[config.mk]
export PLATFORM = sky130hd
export DESIGN_NAME = simmem_wdata_matcher
export DESIGN_NICKNAME = d
export VERILOG_FILES = /design/src/rtl/simmem_pkg.sv /design/src/rtl/simmem_wmatch_fifo.sv /design/src/rtl/simmem_wdata_matcher.sv
export SDC_FILE = /design/constraint.sdc
export NUM_CORES = 1
export LEC_CHECK = 0
export CAP_MARGIN = 20
export CORE_UTILIZATION = 35
export DETAILED_ROUTE_END_ITERATION = 7
export GPL_TIMING_DRIVEN = 0
export SETUP_SLACK_MARGIN = 0.3
export SYNTH_ARGS = -nofsm -noshare
export SYNTH_HDL_FRONTEND = slang
export SYNTH_SLANG_ARGS = --single-unit
[constraint.sdc]
create_clock -name clk_i -period 7.21 [get_ports clk_i]
set_input_delay 1.8025 -clock clk_i [delete_from_list [all_inputs] [get_ports clk_i]]
set_output_delay 1.8025 -clock clk_i [all_outputs]
set_load 0.01 [all_outputs]
[src/rtl/simmem_pkg.sv]
// Shared constants and types for the simulated memory controller.
// Write-side burst length limits and the write-match FIFO entry.
package simmem_pkg;

   localparam int unsigned MaxWBurstLen   = 16;
   localparam int unsigned WBurstLenWidth = $clog2(MaxWBurstLen + 1);
   localparam int unsigned WIidWidth      = 6;

   typedef struct packed {
      logic [WIidWidth-1:0]      iid;
      logic [WBurstLenWidth-1:0] remaining;
   } wmatch_entry_t;

endpackage

[src/rtl/simmem_wmatch_fifo.sv]
// Circular FIFO of write bursts awaiting data beats.
// The head entry can be rewritten in place or popped.
module simmem_wmatch_fifo
   import simmem_pkg::*;
#(
   parameter int unsigned Depth   = 8,
   parameter type         entry_t = wmatch_entry_t
) (
   input  logic   clk_i,
   input  logic   rst_ni,
   input  logic   push_i,
   input  entry_t push_entry_i,
   input  logic   upd_i,
   input  entry_t upd_entry_i,
   input  logic   pop_i,
   output entry_t head_o,
   output logic   full_o,
   output logic   empty_o
);

   localparam int unsigned AW = $clog2(Depth);

   entry_t         mem_q [Depth];
   logic [AW-1:0]  rd_ptr_q, rd_ptr_d;
   logic [AW-1:0]  wr_ptr_q, wr_ptr_d;
   logic [AW:0]    cnt_q, cnt_d;

   assign head_o  = mem_q[rd_ptr_q];
   assign full_o  = (cnt_q == (AW+1)'(Depth));
   assign empty_o = (cnt_q == '0);

   always_comb begin
      rd_ptr_d = rd_ptr_q;
      wr_ptr_d = wr_ptr_q;
      cnt_d    = cnt_q;
      if (push_i) begin
         wr_ptr_d = wr_ptr_q + AW'(1);
      end
      if (pop_i) begin
         rd_ptr_d = rd_ptr_q + AW'(1);
      end
      unique case ({push_i, pop_i})
         2'b10:   cnt_d = cnt_q + (AW+1)'(1);
         2'b01:   cnt_d = cnt_q - (AW+1)'(1);
         default: cnt_d = cnt_q;
      endcase
   end

   // Push never hits the head slot while upd is live: full blocks push, empty blocks upd.
   always_ff @(posedge clk_i or negedge rst_ni) begin
      if (!rst_ni) begin
         rd_ptr_q <= '0;
         wr_ptr_q <= '0;
         cnt_q    <= '0;
         for (int i = 0; i < Depth; i++) begin
            mem_q[i] <= '0;
         end
      end else begin
         rd_ptr_q <= rd_ptr_d;
         wr_ptr_q <= wr_ptr_d;
         cnt_q    <= cnt_d;
         if (push_i) begin
            mem_q[wr_ptr_q] <= push_entry_i;
         end
         if (upd_i) begin
            mem_q[rd_ptr_q] <= upd_entry_i;
         end
      end
   end

endmodule

[src/rtl/simmem_wdata_matcher.sv]
// Pairs write-data beats with queued write bursts, emitting registered match events.
// Define SIMMEM_WDATA_MATCHER_ASSERT_EN to compile in the SVA checks.
module simmem_wdata_matcher
   import simmem_pkg::*;
#(
   parameter int unsigned IidWidth       = WIidWidth,
   parameter int unsigned MaxBurstLen    = MaxWBurstLen,
   parameter int unsigned AddrFifoDepth  = 8,
   parameter int unsigned MaxOrphanBeats = 64,
   localparam int unsigned BurstLenWidth = $clog2(MaxBurstLen + 1),
   localparam int unsigned OrphanWidth   = $clog2(MaxOrphanBeats + 1)
) (
   input  logic                     clk_i,
   input  logic                     rst_ni,
   input  logic                     waddr_valid_i,
   output logic                     waddr_ready_o,
   input  logic [IidWidth-1:0]      waddr_iid_i,
   input  logic [BurstLenWidth-1:0] waddr_burst_len_i,
   input  logic                     wdata_valid_i,
   output logic                     wdata_ready_o,
   output logic                     match_valid_o,
   input  logic                     match_ready_i,
   output logic [IidWidth-1:0]      match_iid_o,
   output logic [BurstLenWidth-1:0] match_cnt_o,
   output logic                     match_last_o
);

   localparam int unsigned CW =
      (OrphanWidth > BurstLenWidth) ? OrphanWidth : BurstLenWidth;

   typedef struct packed {
      logic [IidWidth-1:0]      iid;
      logic [BurstLenWidth-1:0] remaining;
   } entry_t;

   entry_t head, push_entry, upd_entry;
   logic   fifo_full, fifo_empty;
   logic   push, pop, upd;

   logic [OrphanWidth-1:0]   orphan_q, orphan_d;
   logic                     valid_q, valid_d;
   logic [IidWidth-1:0]      iid_q, iid_d;
   logic [BurstLenWidth-1:0] cnt_q, cnt_d;
   logic                     last_q, last_d;

   logic          beat_acc, slot_free, do_match;
   logic [CW-1:0] avail, rem_ext, n_ext;

   assign waddr_ready_o = !fifo_full;
   assign wdata_ready_o = (orphan_q != OrphanWidth'(MaxOrphanBeats));

   assign push       = waddr_valid_i && waddr_ready_o;
   assign push_entry = '{iid: waddr_iid_i, remaining: waddr_burst_len_i};

   assign beat_acc  = wdata_valid_i && wdata_ready_o;
   assign slot_free = !valid_q || match_ready_i;
   assign avail     = CW'(orphan_q) + CW'(beat_acc);
   assign rem_ext   = CW'(head.remaining);
   assign n_ext     = (avail < rem_ext) ? avail : rem_ext;
   assign do_match  = slot_free && !fifo_empty && (avail != '0);

   assign pop       = do_match && (n_ext == rem_ext);
   assign upd       = do_match && !pop;
   assign upd_entry = '{
      iid:       head.iid,
      remaining: head.remaining - BurstLenWidth'(n_ext)
   };

   always_comb begin
      orphan_d = OrphanWidth'(avail);
      valid_d  = valid_q;
      iid_d    = iid_q;
      cnt_d    = cnt_q;
      last_d   = last_q;
      if (do_match) begin
         orphan_d = OrphanWidth'(avail - n_ext);
         valid_d  = 1'b1;
         iid_d    = head.iid;
         cnt_d    = BurstLenWidth'(n_ext);
         last_d   = (n_ext == rem_ext);
      end else if (match_ready_i) begin
         valid_d = 1'b0;
      end
   end

   always_ff @(posedge clk_i or negedge rst_ni) begin
      if (!rst_ni) begin
         orphan_q <= '0;
         valid_q  <= 1'b0;
         iid_q    <= '0;
         cnt_q    <= '0;
         last_q   <= 1'b0;
      end else begin
         orphan_q <= orphan_d;
         valid_q  <= valid_d;
         iid_q    <= iid_d;
         cnt_q    <= cnt_d;
         last_q   <= last_d;
      end
   end

   assign match_valid_o = valid_q;
   assign match_iid_o   = iid_q;
   assign match_cnt_o   = cnt_q;
   assign match_last_o  = last_q;

   simmem_wmatch_fifo #(
      .Depth   (AddrFifoDepth),
      .entry_t (entry_t)
   ) u_fifo (
      .clk_i        (clk_i),
      .rst_ni       (rst_ni),
      .push_i       (push),
      .push_entry_i (push_entry),
      .upd_i        (upd),
      .upd_entry_i  (upd_entry),
      .pop_i        (pop),
      .head_o       (head),
      .full_o       (fifo_full),
      .empty_o      (fifo_empty)
   );

`ifdef SIMMEM_WDATA_MATCHER_ASSERT_EN
   a_len_legal : assert property (@(posedge clk_i) disable iff (!rst_ni)
      push |-> (waddr_burst_len_i != '0) &&
               (waddr_burst_len_i <= BurstLenWidth'(MaxBurstLen)));

   a_out_stable : assert property (@(posedge clk_i) disable iff (!rst_ni)
      (match_valid_o && !match_ready_i) |=>
         match_valid_o && $stable(match_iid_o) &&
         $stable(match_cnt_o) && $stable(match_last_o));

   a_orphan_max : assert property (@(posedge clk_i) disable iff (!rst_ni)
      orphan_q <= OrphanWidth'(MaxOrphanBeats));

   a_no_push_full : assert property (@(posedge clk_i) disable iff (!rst_ni)
      !(push && fifo_full));

   a_cnt_nonzero : assert property (@(posedge clk_i) disable iff (!rst_ni)
      match_valid_o |-> (match_cnt_o != '0));
`endif

endmodule

# [Word level (Yosys, flattened, before mapping)]
# Cells that the tools add are included.
# W data, S select, Z words.
[totals] output_inout_bits=15 register_bits=118 input_bits=16
[classes] n_bitwise=2 n_reduce_logical=17 order_cmp=5 n_eq_ne=5 mux=16 addsub=7
[ops] operator="$bwmux W88" n=2
[ops] operator="$mux W88" n=2
[ops] operator="$demux W11 S3" n=2
[ops] operator="$mux W11" n=4
[ops] operator="$bmux W11 S3" n=1
[ops] operator="$mux W7" n=2
[ops] operator="$ge A4 B4 Y1 const B" n=2
[ops] operator="$logic_and A1 B1 Y1" n=8
[ops] operator="$lt A4 B1 Y1 const B" n=2
[ops] operator="$not A3 Y4" n=2
[ops] operator="$pmux W4 S2" n=1
[ops] operator="$add A7 B1 Y7" n=1
[ops] operator="$eq A7 B5 Y1" n=1
[ops] operator="$lt A7 B5 Y1" n=1
[ops] operator="$ne A7 B7 Y1 const B" n=1
[ops] operator="$reduce_bool A7 Y1" n=1
[ops] operator="$sub A7 B7 Y7" n=1
[ops] operator="$add A3 B1 Y3 const B" n=2
[ops] operator="$sub A5 B5 Y5" n=1
[ops] operator="$add A4 B1 Y4 const B" n=1
[ops] operator="$eq A4 B4 Y1 const B" n=1
[ops] operator="$logic_not A1 Y1" n=4
[ops] operator="$logic_not A4 Y1" n=1
[ops] operator="$reduce_bool A2 Y1" n=2
[ops] operator="other kinds (5)" n=6

# [Longest topological paths before layout]
[logic_depth] depth_word=11 ltp_mapped=27

# [Modules after synthesis]
# A second synthesis with hierarchy kept.
[hier_totals] hier_cells=648 hier_area_um2=7021.7
[modules_own_cells] module="simmem_wmatch_fifo" area_per_inst_um2=5526.6 cells_each=505 n_inst=1
[modules_own_cells] module="simmem_wdata_matcher" area_per_inst_um2=1495.2 cells_each=143 n_inst=1

# [Least setup slack after synthesis]
# No wires, ideal clock.
[synth_timing] path_kind="input-to-reg" from="input port wdata_valid_i" to="register u_fifo.cnt_q[3]" path_slack_ns=0.430 arrival_time_ns=6.655 setup_time_ns=0.125 path_stages=25 required_time_ns=7.085 path_buffers=3 path_cell_list="and2_1 -> ha_1 -> ha_1 -> clkbuf_1 -> nand3_1 -> xor2_1 -> inv_1 -> ha_1 -> a2111oi_0 -> mux2i_1 -> nor2_1 -> mux2i_1 -> ha_1 -> clkbuf_1 -> and4_1 -> o31ai_4 -> buf_6 -> nor2_2 -> ha_1 -> ha_1 -> a21o_1 -> a21oi_1 -> xnor2_1 -> nor2_1 -> xor2_1"
[synth_via] elab_chain_len=8 word_cells_on_any_way=12
[synth_rtl] item="start, declared" line="simmem_wdata_matcher.sv:19" text="input logic wdata_valid_i,"
[synth_rtl] item="$logic_and A1 B1 Y1 *" line="simmem_wdata_matcher.sv:55" text="assign beat_acc = wdata_valid_i && wdata_ready_o;"
[synth_rtl] item="$add A7 B1 Y7 *" line="simmem_wdata_matcher.sv:57" text="assign avail = CW'(orphan_q) + CW'(beat_acc);"
[synth_rtl] item="$lt A7 B5 Y1" line="simmem_wdata_matcher.sv:59" text="assign n_ext = (avail < rem_ext) ? avail : rem_ext;"
[synth_rtl] item="$mux W7 *" line="simmem_wdata_matcher.sv:59"
[synth_rtl] item="net n_ext[0]" line="simmem_wdata_matcher.sv:47" text="logic [CW-1:0] avail, rem_ext, n_ext;"
[synth_rtl] item="$eq A7 B5 Y1 *" line="simmem_wdata_matcher.sv:62" text="assign pop = do_match && (n_ext == rem_ext);"
[synth_rtl] item="$logic_and A1 B1 Y1 *" line="simmem_wdata_matcher.sv:62"
[synth_rtl] item="net pop" line="simmem_wdata_matcher.sv:38" text="logic push, pop, upd;"
[synth_rtl] item="$eq A2 B1 Y1 or $eq A2 B2 Y1 (tied branches)" line="simmem_wmatch_fifo.sv:42" text="unique case ({push_i, pop_i})"
[synth_rtl] item="$pmux W4 S2 or $reduce_bool A2 Y1 (tied branches)"
[synth_rtl] item="end signal, assigned" line="simmem_wmatch_fifo.sv:61" text="cnt_q <= cnt_d;"
[synth_rtl] item="end, declared" line="simmem_wmatch_fifo.sv:26" text="logic [AW:0] cnt_q, cnt_d;"
# The timed path passes the listed nets; every way through them passes the cells marked *.
# A chain may end at the register's enable or synchronous reset.

# [Worst setup path after layout]
[layout_timing] from="input port wdata_valid_i" to="register u_fifo.cnt_q[3]"
[layout_via] elab_chain_len=8 word_cells_on_any_way=12
[layout_rtl] item="$logic_and A1 B1 Y1 *" line="simmem_wdata_matcher.sv:55"
[layout_rtl] item="$add A7 B1 Y7 *" line="simmem_wdata_matcher.sv:57"
[layout_rtl] item="$lt A7 B5 Y1" line="simmem_wdata_matcher.sv:59"
[layout_rtl] item="$mux W7" line="simmem_wdata_matcher.sv:59"
[layout_rtl] item="$eq A7 B5 Y1" line="simmem_wdata_matcher.sv:62"
[layout_rtl] item="$logic_and A1 B1 Y1 *" line="simmem_wdata_matcher.sv:62"
[layout_rtl] item="net pop" line="simmem_wdata_matcher.sv:38"
[layout_rtl] item="$eq A2 B1 Y1 or $eq A2 B2 Y1 (tied branches)" line="simmem_wmatch_fifo.sv:42"
[layout_rtl] item="$pmux W4 S2 or $reduce_bool A2 Y1 (tied branches)"
# Marked as above.

==> results.tsv <==
metric	value	unit
outcome	finished clean	
final worst path period share	92.8	%
RSZ-0062 raised after global routing	false	
Seq cells post-synth	118	
clk_skew	9.92	ps
grt total ovfl	0	
R2R Setup Slk	850	ps
Max Root-Sink Buffers	2	
top cells by area, synth	dfrtp_1 (42%), mux2i_1 (23%), ha_1 (3.6%)	
Clock Sinks	118	
Max-Cap Viols	0	
setup TNS	0	ps
Die ar.	0.0206	mm²
row count	51	
Seq/Total Area, Yosys	42.1	%
crit-path max FO	7	
top cell type by total area after synthesis	dfrtp_1	
Die Ht	144	µm
synth unique cells	55	
NumNets Final	713	
CP startpoint kind	input port	
Post-synth ARST share	100	%
DP Wirelength	13.0	mm
die width	144	µm
# fillers	1841	
area grow syn2layout	20.1	%
Netlist Area Pre-Place	0.00701	mm²
max-slew violations	0	
Yosys top cell area share	42.1	%
largest net degree at the start of global routing	84	
syn nets	660	
Syn Area/Cell	11.3	µm²
GP Congestion	0.818	
H-tree levels	4	
total CTS buffers	17	
worst-skew pair later-pin latency	420	ps
WHS	480	ps
Initial Util	35.9	%
crit path capture	u_fifo.cnt_q[3]	
min Tclk post-route	6690	ps
pre-CTS setup slack	-981	ps
number of synthesized flops with an enable pin	0	
clk slew on worst S/H paths	50	ps
PortBufs	20	
fmax	0.150	GHz
Via Count	5169	
Crit. Startpoint	wdata_valid_i	
final wirelength	19.6	mm
FF+latch area	0.00295	mm²
Gate Count Post-Synth	621	
CTS tree	built	
worst reg2reg endpoint	u_fifo.cnt_q[3]	
vias per inst	5.44	
critical path class	input port to flop	
total number of yosys warnings	0	
Multi-input gate area	0.00387	mm²
DRT iter0 DRCs	413	
initial antenna violation count	0	
endpoints failing hold	0	
FF-to-FF Start	u_fifo.rd_ptr_q[0]	
setup ws final	522	ps
max_slew headroom	19.3	%
Antenna Violating Nets Remaining	0	
Hold-fix buffers, CTS	0	
vias in the first global route	5521	
drt pass-1 iters	4	
cells on worst reg2reg path	26	
# setup viols final	0	
crit path DAT	6990	ps
Hold Crit Class	flop to flop	
gr usage total	20.5	%
first-pass GRT wire length	31.1	mm
Root Driver	clkbuf_16	
Routed wire per std cell	20.7	µm
crit end category	flop	
layout cells sized above 1	16.0	%
critical path data required time	7510	ps
core area	0.0195	mm²
DRC	0	
dominant synthesized flop cell	dfrtp_1	
Antenna diodes	0	
num ports	31	
Worst Tran Pin Value	1210	ps
-- worst min-delay path by stage --
stage,start,endpoint,slack (ps),cells past startpoint
finish,u_fifo.cnt_q[3],u_fifo.cnt_q[3],480,1
global route,match_last_o,match_last_o,490,1
CTS,u_fifo.cnt_q[3],u_fifo.cnt_q[3],480,1
detailed placement,match_last_o,match_last_o,470,1
global placement,u_fifo.cnt_q[3],u_fifo.cnt_q[3],470,1
floorplan,u_fifo.cnt_q[3],u_fifo.cnt_q[3],450,1
-- metrics by stage --
step                instances  area, µm²  util [%]
finish                    951       8420      43.1
global route              951       8420      43.1
CTS                       941       8270      42.4
detailed placement        907       7570      38.8
global placement          906       7540      38.6
floorplan                 621       7010         -
-- synth_stat cells (6+ instances only) --
library cell,instances
mux2_2,15
xor2_1,8
o21ai_1,14
mux2i_1,164
nand3_2,6
o21ai_0,9
nor2b_1,7
a21oi_1,12
a32oi_1,8
a221oi_1,8
nor3_1,8
dfrtp_1,118
nand3_1,13
inv_1,17
clkbuf_1,21
buf_1,11
xnor2_1,14
and3_1,8
a22oi_1,6
ha_1,20
and2_1,7
nand2_1,31
mux2_1,16
buf_2,13
nor2_1,15
-- layout by cell type, fill, tap and decap left out, drive strengths merged, types with 3 or more instances in the layout --
master	instances
clkinvlp	3
mux4	5
clkbuf	38
nor2b	7
nor3	8
mux2	31
buf	44
nand2	31
ha	20
fa	3
a32oi	8
mux2i	165
and2	7
a22oi	6
dfrtp	118
clkinv	4
bufinv	5
and3	8
a21oi	13
o21ai	23
a21o	5
nor2	16
clkdlybuf4s50	19
xor2	8
a221oi	8
xnor2	14
inv	21
nand3	19
-- per-layer routing --
| layer | vias up | track usage, % | part of all wire (%) |
|---|---|---|---|
| met2 | 153 | 34.2 | 50 |
| li1 | 2369 | - | - |
| met4 | 0 | 8.40 | 2.2 |
| met1 | 2608 | 25.7 | 43 |
| met5 | - | 0 | 0 |
| met3 | 39 | 4.30 | 4.7 |
-- critical path, cell delays in order --
cell	delay (ps)
clkdlybuf4s50_1	450
and2_1	110
ha_1	190
ha_1	160
buf_2	170
nand3_1	140
xor2_2	230
inv_1	90
ha_2	330
a2111oi_2	390
mux2i_1	220
nor2_4	240
buf_4	170
mux2i_4	300
ha_4	180
and4_2	260
o31ai_4	120
buf_6	150
nor2_4	140
ha_2	210
ha_1	230
a21o_1	190
a21oi_2	160
xnor2_1	140
nor2_1	70
xor2_1	140
-- final cells by class --
| class | count | share of cell area (%) |
|---|---|---|
| clock buffer | 18 | 5.10 |
| multi-input combinational | 434 | 46.0 |
| clock inverter | 13 | 2.44 |
| buffer | 49 | 2.66 |
| inverter | 20 | 0.892 |
| tap | 265 | 3.94 |
| sequential | 118 | 35.1 |
| timing repair buffer | 34 | 3.88 |
-- registers in the layout (all words and copies together) (netlist names), 3 cells and up --
name / flops
match_cnt_o: 5
match_iid_o: 6
orphan_q: 7
u_fifo.cnt_q: 4
u_fifo.mem_q: 88
u_fifo.rd_ptr_q: 3
u_fifo.wr_ptr_q: 3
-- cells by family after synthesis --
group,share of synthesized area (%)
simple gates,7.93
compound gates,8.25
buf+inv,4.19
xor+xnor,2.75
mux,30.3
fa+ha+maj,4.43
flops,42.1
-- timing repair --
action,CTS,global route
buffers inserted,3,10
gates resized for setup,11,15
endpoints found under the hold margin,0,0
setup endpoints to repair,8,3
pin swaps,1,3
Power is not shown: default switching activity piles up to over one toggle a cycle in this logic, so the estimate is an artifact.
